[src/rtl/cn_msg_gen_pkg.sv]
// Shared decoder definitions for check-node message generation.
// Holds the FSM encoding, the message width and the offset-correction helper.
package cn_msg_gen_pkg;

    localparam int unsigned CN_DATA_WIDTH = 6;

    typedef enum logic {
        IDLE = 1'b0,
        EMIT = 1'b1
    } cn_state_t;

    // Offset min-sum correction: subtract and clamp at zero.
    function automatic int unsigned sat_offset(input int unsigned mag, input int unsigned offset);
        return (mag > offset) ? mag - offset : 32'd0;
    endfunction

endpackage

[src/rtl/cn_msg_sign_mag.sv]
// Sign/magnitude to two's-complement formatter for decoder messages.
module cn_msg_sign_mag
    import cn_msg_gen_pkg::*;
#(
    parameter int unsigned DATA_WIDTH = CN_DATA_WIDTH
) (
    input  logic [DATA_WIDTH-1:0] mag,
    input  logic                  sign,
    output logic [DATA_WIDTH-1:0] value
);

    always_comb begin
        value = sign ? ('0 - mag) : mag;
    end

endmodule

[src/rtl/cn_msg_gen.sv]
// Check-node message generator: expands min1/min2/index/sign state into one
// signed check-to-variable message per edge over a valid/ready stream.
module cn_msg_gen
    import cn_msg_gen_pkg::*;
#(
    parameter int unsigned DATA_WIDTH = CN_DATA_WIDTH,
    parameter int unsigned SIZE       = 8,
    parameter int unsigned OFFSET     = 0
) (
    input  logic                  clk,
    input  logic                  rst_n,
    input  logic                  in_valid,
    output logic                  in_ready,
    input  logic [DATA_WIDTH-1:0] min_value1,
    input  logic [DATA_WIDTH-1:0] min_value2,
    input  logic [DATA_WIDTH-1:0] min_index1,
    input  logic [SIZE-1:0]       sign_vec,
    output logic                  out_valid,
    input  logic                  out_ready,
    output logic [DATA_WIDTH-1:0] out_index,
    output logic [DATA_WIDTH-1:0] out_value,
    output logic                  busy,
    output logic                  done
);

    localparam logic [DATA_WIDTH-1:0] LAST_IDX = DATA_WIDTH'(SIZE - 1);

    cn_state_t state_q, state_d;

    logic [DATA_WIDTH-1:0] m1_q, m2_q, idx1_q;
    logic [SIZE-1:0]       sign_q;
    logic                  parity_q;

    logic                  load, accept, last;
    logic [DATA_WIDTH-1:0] ld_m1, ld_m2;
    logic [DATA_WIDTH-1:0] src_m1, src_m2, src_idx1;
    logic [SIZE-1:0]       src_sign;
    logic                  src_parity;
    logic [DATA_WIDTH-1:0] edge_idx, edge_mag, edge_value;
    logic                  edge_bit, edge_sign;

    assign in_ready = (state_q == IDLE);
    assign busy     = (state_q == EMIT);

    assign ld_m1 = DATA_WIDTH'(sat_offset(32'(min_value1), OFFSET));
    assign ld_m2 = DATA_WIDTH'(sat_offset(32'(min_value2), OFFSET));

    always_ff @(posedge clk or negedge rst_n) begin
        if (!rst_n) begin
            state_q <= IDLE;
        end else begin
            state_q <= state_d;
        end
    end

    always_comb begin
        state_d = state_q;
        load    = 1'b0;
        accept  = 1'b0;
        last    = 1'b0;
        case (state_q)
            IDLE: begin
                if (in_valid) begin
                    load    = 1'b1;
                    state_d = EMIT;
                end
            end
            EMIT: begin
                if (out_valid && out_ready) begin
                    accept = 1'b1;
                    if (out_index == LAST_IDX) begin
                        last    = 1'b1;
                        state_d = IDLE;
                    end
                end
            end
            default: state_d = IDLE;
        endcase
    end

    // The first beat is formatted straight from the load inputs so it is
    // registered on the handshake edge; later beats use the captured state.
    always_comb begin
        src_m1     = m1_q;
        src_m2     = m2_q;
        src_idx1   = idx1_q;
        src_sign   = sign_q;
        src_parity = parity_q;
        edge_idx   = out_index + DATA_WIDTH'(1);
        if (load) begin
            src_m1     = ld_m1;
            src_m2     = ld_m2;
            src_idx1   = min_index1;
            src_sign   = sign_vec;
            src_parity = ^sign_vec;
            edge_idx   = '0;
        end
        edge_mag = (edge_idx == src_idx1) ? src_m2 : src_m1;
        edge_bit = 1'b0;
        for (int unsigned i = 0; i < SIZE; i++) begin
            if (edge_idx == DATA_WIDTH'(i)) begin
                edge_bit = src_sign[i];
            end
        end
        edge_sign = src_parity ^ edge_bit;
    end

    cn_msg_sign_mag #(
        .DATA_WIDTH(DATA_WIDTH)
    ) u_fmt (
        .mag   (edge_mag),
        .sign  (edge_sign),
        .value (edge_value)
    );

    always_ff @(posedge clk or negedge rst_n) begin
        if (!rst_n) begin
            m1_q      <= '0;
            m2_q      <= '0;
            idx1_q    <= '0;
            sign_q    <= '0;
            parity_q  <= 1'b0;
            out_valid <= 1'b0;
            out_index <= '0;
            out_value <= '0;
            done      <= 1'b0;
        end else begin
            done <= last;
            if (load) begin
                m1_q      <= ld_m1;
                m2_q      <= ld_m2;
                idx1_q    <= min_index1;
                sign_q    <= sign_vec;
                parity_q  <= ^sign_vec;
                out_valid <= 1'b1;
                out_index <= '0;
                out_value <= edge_value;
            end else if (last) begin
                out_valid <= 1'b0;
            end else if (accept) begin
                out_index <= edge_idx;
                out_value <= edge_value;
            end
        end
    end

endmodule

[config.mk]
export PLATFORM = sky130hd
export DESIGN_NAME = cn_msg_gen
export DESIGN_NICKNAME = d
export VERILOG_FILES = /design/src/rtl/cn_msg_gen_pkg.sv /design/src/rtl/cn_msg_sign_mag.sv /design/src/rtl/cn_msg_gen.sv
export SDC_FILE = /design/constraint.sdc
export NUM_CORES = 1
export LEC_CHECK = 0
export ABC_CLOCK_PERIOD_IN_PS = 4400
export CAP_MARGIN = 10
export CELL_PAD_IN_SITES_DETAIL_PLACEMENT = 2
export CELL_PAD_IN_SITES_GLOBAL_PLACEMENT = 2
export CORE_MARGIN = 10
export CORE_UTILIZATION = 25
export CTS_CLUSTER_DIAMETER = 60
export DETAILED_ROUTE_END_ITERATION = 6
export MAX_ROUTING_LAYER = met4
export PLACE_DENSITY = 0.7
export REMOVE_ABC_BUFFERS = 1
export SLEW_MARGIN = 20
export SYNTH_ARGS = -nofsm -noshare
export SYNTH_HDL_FRONTEND = slang
export SYNTH_SLANG_ARGS = --single-unit
[constraint.sdc]
create_clock -name clk -period 4.4 [get_ports clk]
set_input_delay 0.88 -clock clk [delete_from_list [all_inputs] [get_ports clk]]
set_output_delay 0.88 -clock clk [all_outputs]
set_load 0.01 [all_outputs]
==> flow_summary_export.csv <==
group,metric,value,unit
outcome,status,"finished, final reports clean",
drt,drt-met1-wl,2850,µm
hold_path,hp-class,"reg -> reg",
timing,period_minus_slack,3.51,ns
place,dp_cells,378,
power_and_ir_drop,p_leak,1.40,nW
timing,min_period_over_period,79.8,%
drt,wl_met2,3090,µm
grt,overflow,0,
die,die_w,115,µm
power_and_ir_drop,peakVddDrop,0.147,mV
drt,top_layer_used,"met4",
synth,async_flop_share,100,%
clocking,cts_buffers,5,
place,gp_congestion,0.710,
timing,relSlewSlack,63.3,%
timing,tightest_slew,0.550,ns
clocking,cts.clk_slew.worst_paths,0.08,ns
hold_path,min_delay_path_depth,2,
worst_setup_path,cp-end-kind,"flip-flop",
drt,antenna_left,0,
synth,syn-cell-area,2250,µm²
synth,synthFlopType,"dfrtp_1",
synth,postSynthAreaPerCell,9.78,µm²
drt,vias,1785,
timing,slew_violations,0,
synth,synth_area_leaders,"dfrtp_1, mux2i_1, nand2_1",
drt,wl_per_cell,16.4,µm
power_and_ir_drop,p_comb_share,53.6,%
clocking,postCtsSetupBuffers,0,
synth,synth-edff-count,0,
power_and_ir_drop,finalPower,2.03,mW
layout,fillers,981,
worst_setup_path,crit_chain,"clkdlybuf4s50_1 -> nor2b_2 -> mux2i_1 -> inv_1 -> xnor2_1 -> nand2_4 -> mux2i_1 -> ha_1 -> nand3_1 -> mux2i_1 -> or3_1 -> a31oi_1",
drt,first_pass_iters,4,
die,die-area,13200,µm²
worst_setup_path,crit_path_start_kind,"primary input",
power_and_ir_drop,p_clk_share,11.7,%
drt,vias_per_cell,4.64,
timing,finalSetupViolCount,0,
worst_setup_path,path_class,"in -> reg",
synth,synth.distinct_cells,38,
power_and_ir_drop,seq_power_share,34.7,%
timing,rsz0062_at_grt,"false",
worst_setup_path,worst-path-max-fanout,7,
grt,grt_usage,10.2,%
layout,layoutNonFillerInstCount,385,
place,hpwlAfterDp,4870,µm
drt,drc_errors,0,
timing,clock.fmax,285,MHz
clocking,ctsHoldBuffers,0,
power_and_ir_drop,intPower,1.21,mW
die,pin_count,46,
worst_setup_path,slowest_delay,0.50,ns
die,initial_utilization,25.8,%
clocking,clockBufferDepth,2,
drt,drt_iter0_drc,33,
die,coreArea,8720,µm²
worst_setup_path,cpMostUsedCell,"mux2i_1",
power_and_ir_drop,p_switching,0.820,mW
drt,route.met3.wl,244,µm
clocking,htreeDepth,2,
power_and_ir_drop,p_per_area,701,nW/µm²
layout,layout-drive-gt1-share,8.66,%
worst_setup_path,r2r_cells,12,
synth,yosysTopAreaCell,"dfrtp_1",
grt,grt_max_degree,43,
synth,synth_cells,230,
grt,antenna_found_initial,0,
clocking,post_cts_resized,0,
place,io_buffer_count,45,
grt,grt_pass1_vias,1992,
synth,ys_seq_area_share,46.7,%
timing,tns,0,ns
synth,synth_seq_cells,42,
layout,diodes,0,
layout,fin_nets,309,
die,fp-row-count,34,
clocking,clk_latency,0.29,ns
clocking,cts_tree,"done",
flow_run,drv_cap,0,
worst_setup_path,critPathArrivalTime,3.73,ns
grt,grt_pass1_wl,10500,µm
power_and_ir_drop,sw_frac_of_total,40.3,%
worst_setup_path,required,4.62,ns
drt,wl,6300,µm
synth,synth_warnings,0,
layout,syn2layout_area_growth,28.9,%
timing,final.setup_skew,0.00310,ns
die,die_h,115,µm
timing,hold_violations,0,
worst_setup_path,cpMaxStageDelayCell,"clkdlybuf4s50_1",
clocking,cts_sinks,42,
synth,synth_top_area_share,46.7,%
clocking,cts_root_buf,"clkbuf_8",
-- power groups by stage --
stage / Sequential, mW / Clock [mW] / Combinational, mW
CTS: 0.712 / 0.253 / 1.11
finish: 0.706 / 0.238 / 1.09
floorplan: 0.705 / 0 / 0.721
global placement: 0.711 / 0 / 1.06
global route: 0.738 / 0.266 / 1.22
detailed placement: 0.718 / 0 / 1.11
-- placed cells by master (no fill, tap or decap), types with 2 or more instances in the layout --
cell / instances
nand2_1: 52
clkdlybuf4s50_1: 44
dfrtp_1: 42
mux2i_1: 21
inv_1: 14
xnor2_1: 13
nor2_1: 12
nand3_1: 11
mux2_2: 6
buf_4: 6
xor2_1: 5
a21oi_1: 5
nor3_1: 5
o21ai_0: 5
clkbuf_8: 5
and3_1: 4
o221ai_1: 2
ha_1: 2
clkbuf_1: 2
-- worst max-delay path: cells and delay by family --
family,cells,cell delay [ns]
AOI/OAI and AO/OA,1,0.16
muxes,3,0.50
buffers and inverters,2,0.58
xor gates and xnor gates,1,0.41
and+or+nand+nor,4,0.96
adders and majority gates,1,0.24
-- flip-flops by register name (all words and copies together) (netlist names) --
register / flops
sign_q: 8
idx1_q: 6
m1_q: 6
m2_q: 6
out_index: 6
out_value: 6
busy: 1
done: 1
out_valid: 1
parity_q: 1
-- kinds of logic (layout without fill, tap and decap cells) --
logic type / after synthesis / count (layout) / synth area share (%)
XOR/XNOR: 21 / 21 / 9.46
buffers and inverters: 24 / 71 / 4.51
flip-flops: 42 / 42 / 46.7
adder cells (fa/ha/maj): 2 / 2 / 1.11
multiplexers: 28 / 28 / 13.0
AO/OA/AOI/OAI: 22 / 22 / 7.57
AND/OR/NAND/NOR: 91 / 91 / 17.6
-- metrics by stage --
stage	setup slack [ns]	instance area (µm²)	utilization (%)	hold slack, ns
3_5_place_dp	0.582	2820	32.3	0.464
3_3_place_gp	0.699	2820	32.3	0.456
6_report	0.889	2900	33.2	0.476
5_1_grt	0.656	2900	33.2	0.510
4_1_cts	0.885	2900	33.2	0.483
2_1_floorplan	0.481	2200	-	0.440
-- final timing paths --
kind | startpoint | to | slack [ns]
setup / recovery | in_valid | out_value[4] | 0.89
hold / removal | sign_q[5] | sign_q[5] | 0.48
setup reg to reg | out_index[0] | out_value[4] | 1.10
hold reg to reg | sign_q[5] | sign_q[5] | 0.48
max in group asynchronous | rst_n | m2_q[3] | 3.45
min in group asynchronous | rst_n | idx1_q[2] | 0.58
-- synthesized netlist by cell type, types with 2 or more instances --
cell type / count
xor2_1: 5
o221ai_1: 2
buf_2: 3
clkbuf_1: 5
mux2_2: 6
nor3_1: 5
nand2_1: 52
buf_4: 2
dfrtp_1: 42
o21ai_0: 5
and3_1: 4
nor2_1: 12
nor2b_1: 2
a21oi_1: 5
xnor2_1: 13
ha_1: 2
mux2i_1: 21
inv_1: 14
nand3_1: 11
-- per-layer routing --
layer | global-route usage (%) | up-vias
li1 | - | 859
met3 | 2.45 | 6
met5 | - | -
met1 | 12.2 | 892
met4 | 3.96 | 0
met2 | 16.3 | 28
-- cell type report --
type	instances	area [µm²]	area share (%)
tap	108	135	4.66
timing repair buffer	50	485	16.7
inverter	14	52.6	1.81
multi-input combinational	164	1100	37.9
clock buffer	7	76.3	2.63
sequential	42	1050	36.3
Note: power is estimated with default switching activity, not from simulation.
